[src/rtl/pipeline_hazard_ctrl.sv]
// -----------------------------------------------------------------------------
// pipeline_hazard_ctrl
//   Stall/flush sequencer for the 5-stage int+FP pipeline. Produces the write
//   enables of the PC, IF/ID and ID/EX registers together with the bubble and
//   flush controls. It detects integer and FP load-use hazards and taken-branch
//   flushes, and holds a multi-cycle FP multiply/divide in EX for its full
//   latency while feeding NOPs into EX/MEM.
//
//   Optional feature: define HAZARD_PERF_EN to build the saturating 32-bit
//   stall-cycle counter. Without it stallCycles is tied to zero.
//
// Parameters
//   FP_MUL_LAT  cycles an FP multiply occupies EX (>= 2)
//   FP_DIV_LAT  cycles an FP divide occupies EX (>= 2)
//   CNT_W       latency counter width, holds max(LAT)-2
//
// Ports
//   clk, rst_n              clock; synchronous active-low reset
//   idRs/idRt, idUsesRs/Rt  integer sources of the ID instruction and use flags
//   idFpRs/idFpRt, idFpUses FP sources of the ID instruction and use flag
//   exRw                    destination register of the EX instruction
//   exMemRead/exFpLoad      EX instruction is an integer / FP load
//   exFpMul/exFpDiv         EX instruction is an FP multiply / divide
//   branchTaken             EX resolved a taken branch or jump
//   pcWrite, ifIdWrite, idExWrite   register write enables
//   ifIdFlush               IF/ID loads a NOP
//   idExBubble, exMemBubble control fields forced to zero
//   fpBusy                  multi-cycle FP op held in EX
//   stallCycles             count of cycles with pcWrite low
// -----------------------------------------------------------------------------
module pipeline_hazard_ctrl #(
    parameter int FP_MUL_LAT = 4,
    parameter int FP_DIV_LAT = 16,
    parameter int CNT_W      = 5
) (
    input  logic        clk,
    input  logic        rst_n,
    input  logic [4:0]  idRs,
    input  logic [4:0]  idRt,
    input  logic        idUsesRs,
    input  logic        idUsesRt,
    input  logic [4:0]  idFpRs,
    input  logic [4:0]  idFpRt,
    input  logic        idFpUses,
    input  logic [4:0]  exRw,
    input  logic        exMemRead,
    input  logic        exFpLoad,
    input  logic        exFpMul,
    input  logic        exFpDiv,
    input  logic        branchTaken,
    output logic        pcWrite,
    output logic        ifIdWrite,
    output logic        ifIdFlush,
    output logic        idExWrite,
    output logic        idExBubble,
    output logic        exMemBubble,
    output logic        fpBusy,
    output logic [31:0] stallCycles
);

    typedef enum logic [0:0] {RUN, FP_BUSY} state_e;

    // The detect cycle and the release cycle are not counted by cnt, hence -2.
    localparam logic [CNT_W-1:0] MUL_INIT = CNT_W'(FP_MUL_LAT - 2);
    localparam logic [CNT_W-1:0] DIV_INIT = CNT_W'(FP_DIV_LAT - 2);

    state_e           st_q, st_d;
    logic [CNT_W-1:0] cnt_q, cnt_d;
    logic             int_hit, fp_hit;

    // Integer r0 is hard-wired so a load to it never creates a dependence;
    // the FP file has no such register.
    assign int_hit = exMemRead && (exRw != 5'd0) &&
                     ((idUsesRs && (idRs == exRw)) || (idUsesRt && (idRt == exRw)));
    assign fp_hit  = exFpLoad && idFpUses && ((idFpRs == exRw) || (idFpRt == exRw));

    always_comb begin
        // NOTE: every output and next-state gets a default first, so no path
        // through the decision tree can leave one unassigned and infer a latch.
        st_d        = st_q;
        cnt_d       = cnt_q;
        pcWrite     = 1'b1;
        ifIdWrite   = 1'b1;
        idExWrite   = 1'b1;
        ifIdFlush   = 1'b0;
        idExBubble  = 1'b0;
        exMemBubble = 1'b0;
        fpBusy      = 1'b0;

        if (!rst_n) begin
            // Keep the registers loading so the pipeline fills with NOPs.
            ifIdFlush   = 1'b1;
            idExBubble  = 1'b1;
            exMemBubble = 1'b1;
            st_d        = RUN;
            cnt_d       = '0;
        end else begin
            unique case (st_q)
                RUN: begin
                    if (branchTaken) begin
                        ifIdFlush  = 1'b1;
                        idExBubble = 1'b1;
                    end else if (exFpMul || exFpDiv) begin
                        pcWrite     = 1'b0;
                        ifIdWrite   = 1'b0;
                        idExWrite   = 1'b0;
                        exMemBubble = 1'b1;
                        cnt_d       = exFpMul ? MUL_INIT : DIV_INIT;
                        st_d        = FP_BUSY;
                    end else if (int_hit || fp_hit) begin
                        // Freeze fetch/decode one cycle; ID/EX takes a bubble.
                        pcWrite    = 1'b0;
                        ifIdWrite  = 1'b0;
                        idExBubble = 1'b1;
                    end
                end
                FP_BUSY: begin
                    fpBusy = 1'b1;
                    if (cnt_q != '0) begin
                        pcWrite     = 1'b0;
                        ifIdWrite   = 1'b0;
                        idExWrite   = 1'b0;
                        exMemBubble = 1'b1;
                        cnt_d       = cnt_q - CNT_W'(1);
                    end else begin
                        // Release: the held op leaves EX on this edge.
                        st_d = RUN;
                    end
                end
                default: st_d = RUN;
            endcase
        end
    end

    // NOTE: sequential state uses non-blocking assignments so every flop
    // samples the pre-edge values regardless of statement order.
    always_ff @(posedge clk) begin
        if (!rst_n) begin
            st_q  <= RUN;
            cnt_q <= '0;
        end else begin
            st_q  <= st_d;
            cnt_q <= cnt_d;
        end
    end

`ifdef HAZARD_PERF_EN
    logic [31:0] stall_q;

    always_ff @(posedge clk) begin
        if (!rst_n) begin
            stall_q <= '0;
        end else if (!pcWrite && (stall_q != 32'hFFFF_FFFF)) begin
            stall_q <= stall_q + 32'd1;
        end
    end

    assign stallCycles = stall_q;
`else
    assign stallCycles = 32'd0;
`endif

endmodule
[config.mk]
export PLATFORM = sky130hd
export DESIGN_NAME = pipeline_hazard_ctrl
export DESIGN_NICKNAME = d
export VERILOG_FILES = /design/src/rtl/pipeline_hazard_ctrl.sv
export SDC_FILE = /design/constraint.sdc
export NUM_CORES = 1
export LEC_CHECK = 0
export CAP_MARGIN = 20
export CORE_MARGIN = 2
export CORE_UTILIZATION = 30
export CTS_BUF_LIST = sky130_fd_sc_hd__clkbuf_8
export DETAILED_ROUTE_END_ITERATION = 10
export HOLD_SLACK_MARGIN = 0.02
export PLACE_DENSITY = 0.78
export SLEW_MARGIN = 15
export SYNTH_ARGS = -nofsm -noshare
export SYNTH_HDL_FRONTEND = slang
export SYNTH_SLANG_ARGS = --single-unit
[constraint.sdc]
create_clock -name clk -period 1.48 [get_ports clk]
set_clock_uncertainty 0.05 [all_clocks]
set_input_delay 0.148 -clock clk [delete_from_list [all_inputs] [get_ports clk]]
set_output_delay 0.148 -clock clk [all_outputs]
set_load 0.01 [all_outputs]
Word-level counts from Yosys, hierarchy flattened
Index checks and enable logic that the tools add are counted.
{"block": "totals", "output_inout_bits": 39, "in_bits": 35, "regBits": 6, "word_cells": 54}
{"block": "classes", "n_mux": 30, "eq_ne": 7, "n_bitwise": 1, "n_reduce_logical": 13, "add_sub_neg": 1}
{"op": "two-way mux 1 bit", "n": 22}
{"op": "equality test 5 bit", "n": 4}
{"op": "two-way mux 5 bit", "n": 3}
{"op": "one-hot mux 5 bit (2 select lines)", "n": 1}
{"op": "nonzero test 5 bit", "n": 2}
{"op": "logical AND 1 bit", "n": 6}
{"op": "one-hot mux 1 bit (2 select lines)", "n": 3}
{"op": "subtractor 5 x 1 -> 5 bit, second input constant", "n": 1}
{"op": "logical OR 1 bit", "n": 4}
{"op": "two-way mux 4 bit", "n": 1}
{"op": "inequality test 2 bit, second input constant", "n": 2}
{"op": "AND reduction 3 bit", "n": 1}
{"op": "inequality test 2 x 1 -> 1 bit, second input constant", "n": 1}
{"op": "NOT 1 bit", "n": 1}

Logic depth before layout (Yosys ltp)
{"block": "depth", "word_depth": 10, "depth_mapped": 7, "mapped_depth_nobuf": 6}

Worst setup path after synthesis
No wires, ideal clock.
{"block": "synth_path", "path_kind": "input to output", "from": "input port exRw[1]", "to": "output port pcWrite", "required_time_ps": 1282, "path_stages": 5, "arrival_ps": 1350, "path_buffers": 2, "setup_slack_ps": -68, "cell_sequence": "clkbuf_1 > or4_1 > o211ai_1 > a211o_1 > buf_4"}
{"block": "synth_via", "elab_chain_cells": 10, "elab_cells_between_ends": 18, "classes_between": "4 x eq/ne; 5 x mux; 9 x reduce/logical"}
{"item": "start: declaration", "line": "45", "text": "input logic [4:0] exRw,"}
{"item": "equality test 5 bit", "line": "74", "text": "((idUsesRs && (idRs == exRw)) || (idUsesRt && (idRt == exRw)));"}
{"item": "logical AND 1 bit", "line": "74"}
{"item": "logical OR 1 bit", "line": "74"}
{"item": "logical AND 1 bit", "line": "73", "text": "assign int_hit = exMemRead && (exRw != 5'd0) &&"}
{"item": "logical OR 1 bit *", "line": "110", "text": "end else if (int_hit || fp_hit) begin"}
{"item": "two-way mux 1 bit * (3 in a row)"}
{"item": "one-hot mux 1 bit (2 select lines) *"}
{"item": "two-way mux 1 bit *"}
{"item": "end: declaration", "line": "51", "text": "output logic pcWrite,"}
Every way passes the cells marked *; elsewhere a longest branch is shown, timed or not.

Final worst setup path
{"block": "layout_path", "from": "register cnt_q[1]", "to": "output port pcWrite"}
{"block": "layout_via", "elab_chain_cells": 4}
{"item": "start: declaration", "line": "68", "text": "logic [CNT_W-1:0] cnt_q, cnt_d;"}
{"item": "start signal: assignment", "line": "143", "text": "cnt_q <= cnt_d;"}
{"item": "nonzero test 5 bit", "line": "119", "text": "if (cnt_q != '0) begin"}
{"item": "two-way mux 1 bit", "line": "119"}
{"item": "one-hot mux 1 bit (2 select lines)", "line": "98", "text": "unique case (st_q)"}
{"item": "two-way mux 1 bit", "line": "90", "text": "if (!rst_n) begin"}
Every way passes these cells.

==> results.cfg <==
[timing]
fin_ws_ps = -196.8
finalCritPeriodShare_pct = 113.3
setup_viol = 4
setup_tns_ps = -618.2
slew_viol_final = 0
rsz0062_at_grt = true
finalCriticalPeriod_ps = 1677
fmax_ghz = 0.5964
final_hold_viol_count = 0

[setup_path]
critPathBufInv = 3
path_class = reg2out
crit_path_cell_trace = inv_2 > ha_2 > and3_4 > buf_6 > a211o_1 > buf_2
cp-end-kind = output pin
cp.arrival_ps = 1480
critical-path-slowest-cell = dfxtp_2
crit_path_start_kind = flop
path_max_fanout = 4
critical_path_required_ps = 1280
max_stage_delay_ps = 320
cp_top_family = flip-flops

[clock_tree]
cts_buffers = 3
cts-root-buf = clkbuf_8
cts_hold_buf = 0
clk_latency_ps = 230
clkSinkCount = 6
cts_buffer_depth = 2
htreeDepth = 1
tritoncts = built
clk_pin_slew_worst_paths_ps = 40

[routing]
finalWirelength_um = 2349
routed_via_density = 4.183
num_vias = 912
first_pass_iters = 5
ant_nets = 0
wl_per_cell_um = 10.78
drt-initial-drc-count = 6
route.detailed.drc = 0

[logic_synthesis]
synth_area_leaders = buf_4, xnor2_1, dfxtp_1
synth_top_cell_area_share_pct = 27.12
synth_area_um2 = 913.4
ys_warn_count = 0
synthDistinctLibCells = 31
ys_seq_area_share_pct = 13.15
avgSynthCellArea_um2 = 7.549
async_reset_ff_share_pct = 0
yosysMostFrequentCell = buf_4
synth_edf_count = 0
synth_ff_type = dfxtp_1
synth_common_cells = buf_4, xnor2_1, nand2_1, dfxtp_1
synth_top_cell_by_area = buf_4
synth_cells = 121
ys_ff_latch = 6

[die]
die_h_um = 59.18
core_um2 = 2978
rows = 20
initial_core_util_pct = 30.67
pin_count = 74
die_w_um = 59.18
dieArea_um2 = 3502

[outcome]
status = finished with violations
violations = setup timing

[cells_and_area]
drive_gt1_share_pct = 34.59
register_area_um2 = 126.4
multi_input_comb_area_um2 = 694.4
syn2layout_area_growth_pct = 65.48
fillers = 307
fin_nets = 224
finalInstanceArea_um2 = 1511
antenna_cells = 0

[global_route]
grt_pass1_vias = 852
grt_pass1_wl_um = 3463
grt_antenna_before_repair = 0
grt_util_all_layers_pct = 13.36
grt_max_degree = 7
grt-ovfl-total = 0

[placement]
place_area_um2 = 1351
io_buffers = 41
hpwlAfterDp_um = 1743
gp_congestion = 0.7771

[power_and_ir_drop]
peakVddDrop_v = 0.0002258
p_leak_nw = 0.7131
p_per_area_nw_per_um2 = 631.8

[flow_run]
cap_violations = 0

[worst_hold_path]
hp-class = reg2reg
kinds of logic after synthesis:
kind of cell | synth area share (%)
buf+inv | 33.70
simple gates | 19.31
xor+xnor | 19.18
compound gates | 11.51
flops | 13.15
fa+ha+maj | 2.739
other cells | 0.4106
registers in the layout, indices dropped and copies added (netlist names):
register / count
cnt_q: 5
st_q: 1
layout by cell type, fill, tap and decap left out, drive strengths merged, types with 5 or more instances in the layout:
| cell | instances |
|---|---|
| buf | 38 |
| inv | 5 |
| conb | 32 |
| dlygate4sd2 | 19 |
| nand2 | 7 |
| xnor2 | 20 |
| o21ai | 7 |
| clkdlybuf4s15 | 5 |
| dfxtp | 6 |
| clkdlybuf4s50 | 6 |
final timing paths:
check	cells after the start	slack, ps	startpoint	end
setup / recovery	6	-200	cnt_q[1]$_SDFFE_PN0P_	pcWrite
hold / removal	2	440	cnt_q[4]$_SDFFE_PN0P_	cnt_q[4]$_SDFFE_PN0P_
hold reg to reg	2	440	cnt_q[4]$_SDFFE_PN0P_	cnt_q[4]$_SDFFE_PN0P_
setup reg to reg	8	-120	st_q$_SDFF_PN0_	cnt_q[1]$_SDFFE_PN0P_
layout make-up:
cell class / instances / share of cell area [%]
sequential: 6 / 8.361
inverter: 5 / 1.242
clock buffer: 3 / 2.732
multi-input combinational: 101 / 45.94
timing repair buffer: 70 / 38.99
tap: 33 / 2.732
per-layer routing:
layer / share of wire, % / global-route usage, %
met3: 4.5 / 1.310
met1: 39 / 15.06
met5: 0 / 0
met2: 55 / 23.65
met4: 2.3 / 8.766
where the power goes:
group / switching [mW] / internal (mW)
combinational: 0.223 / 0.281
clock: 0.0736 / 0.175
sequential: 0.0180 / 0.184
total: 0.315 / 0.640
timing repair:
| item | CTS | global route |
|---|---|---|
| buffers inserted | 8 | 2 |
| endpoints found under the setup margin | 10 | 9 |
| pin swaps | 32 | 14 |
| resized for setup | 78 | 19 |
worst register-to-register path, stage by stage, from the launching register on:
cell and delay, ps:
dfxtp_4 380, nor2b_4 160, and3_4 230, o31a_1 180, inv_1 70, buf_4 130
buf_4 120, buf_4 120, o21ai_2 90
stage by stage:
| stage | setup slack (ps) | total power, mW | utilization, % | cells | hold WS, ps |
|---|---|---|---|---|---|
| floorplan | -46.14 | 0.4933 | - | 152 | 251.2 |
| global placement | -880.3 | 0.6403 | 45.38 | 207 | 431.8 |
| detailed placement | -903.0 | 0.6454 | 45.38 | 207 | 433.7 |
| CTS | -168.2 | 0.9219 | 49.12 | 217 | 438.5 |
| global route | -234.2 | 1.017 | 50.76 | 218 | 482.1 |
| finish | -196.8 | 0.9549 | 50.76 | 218 | 440.4 |
Power figures use the tool's default switching activity.
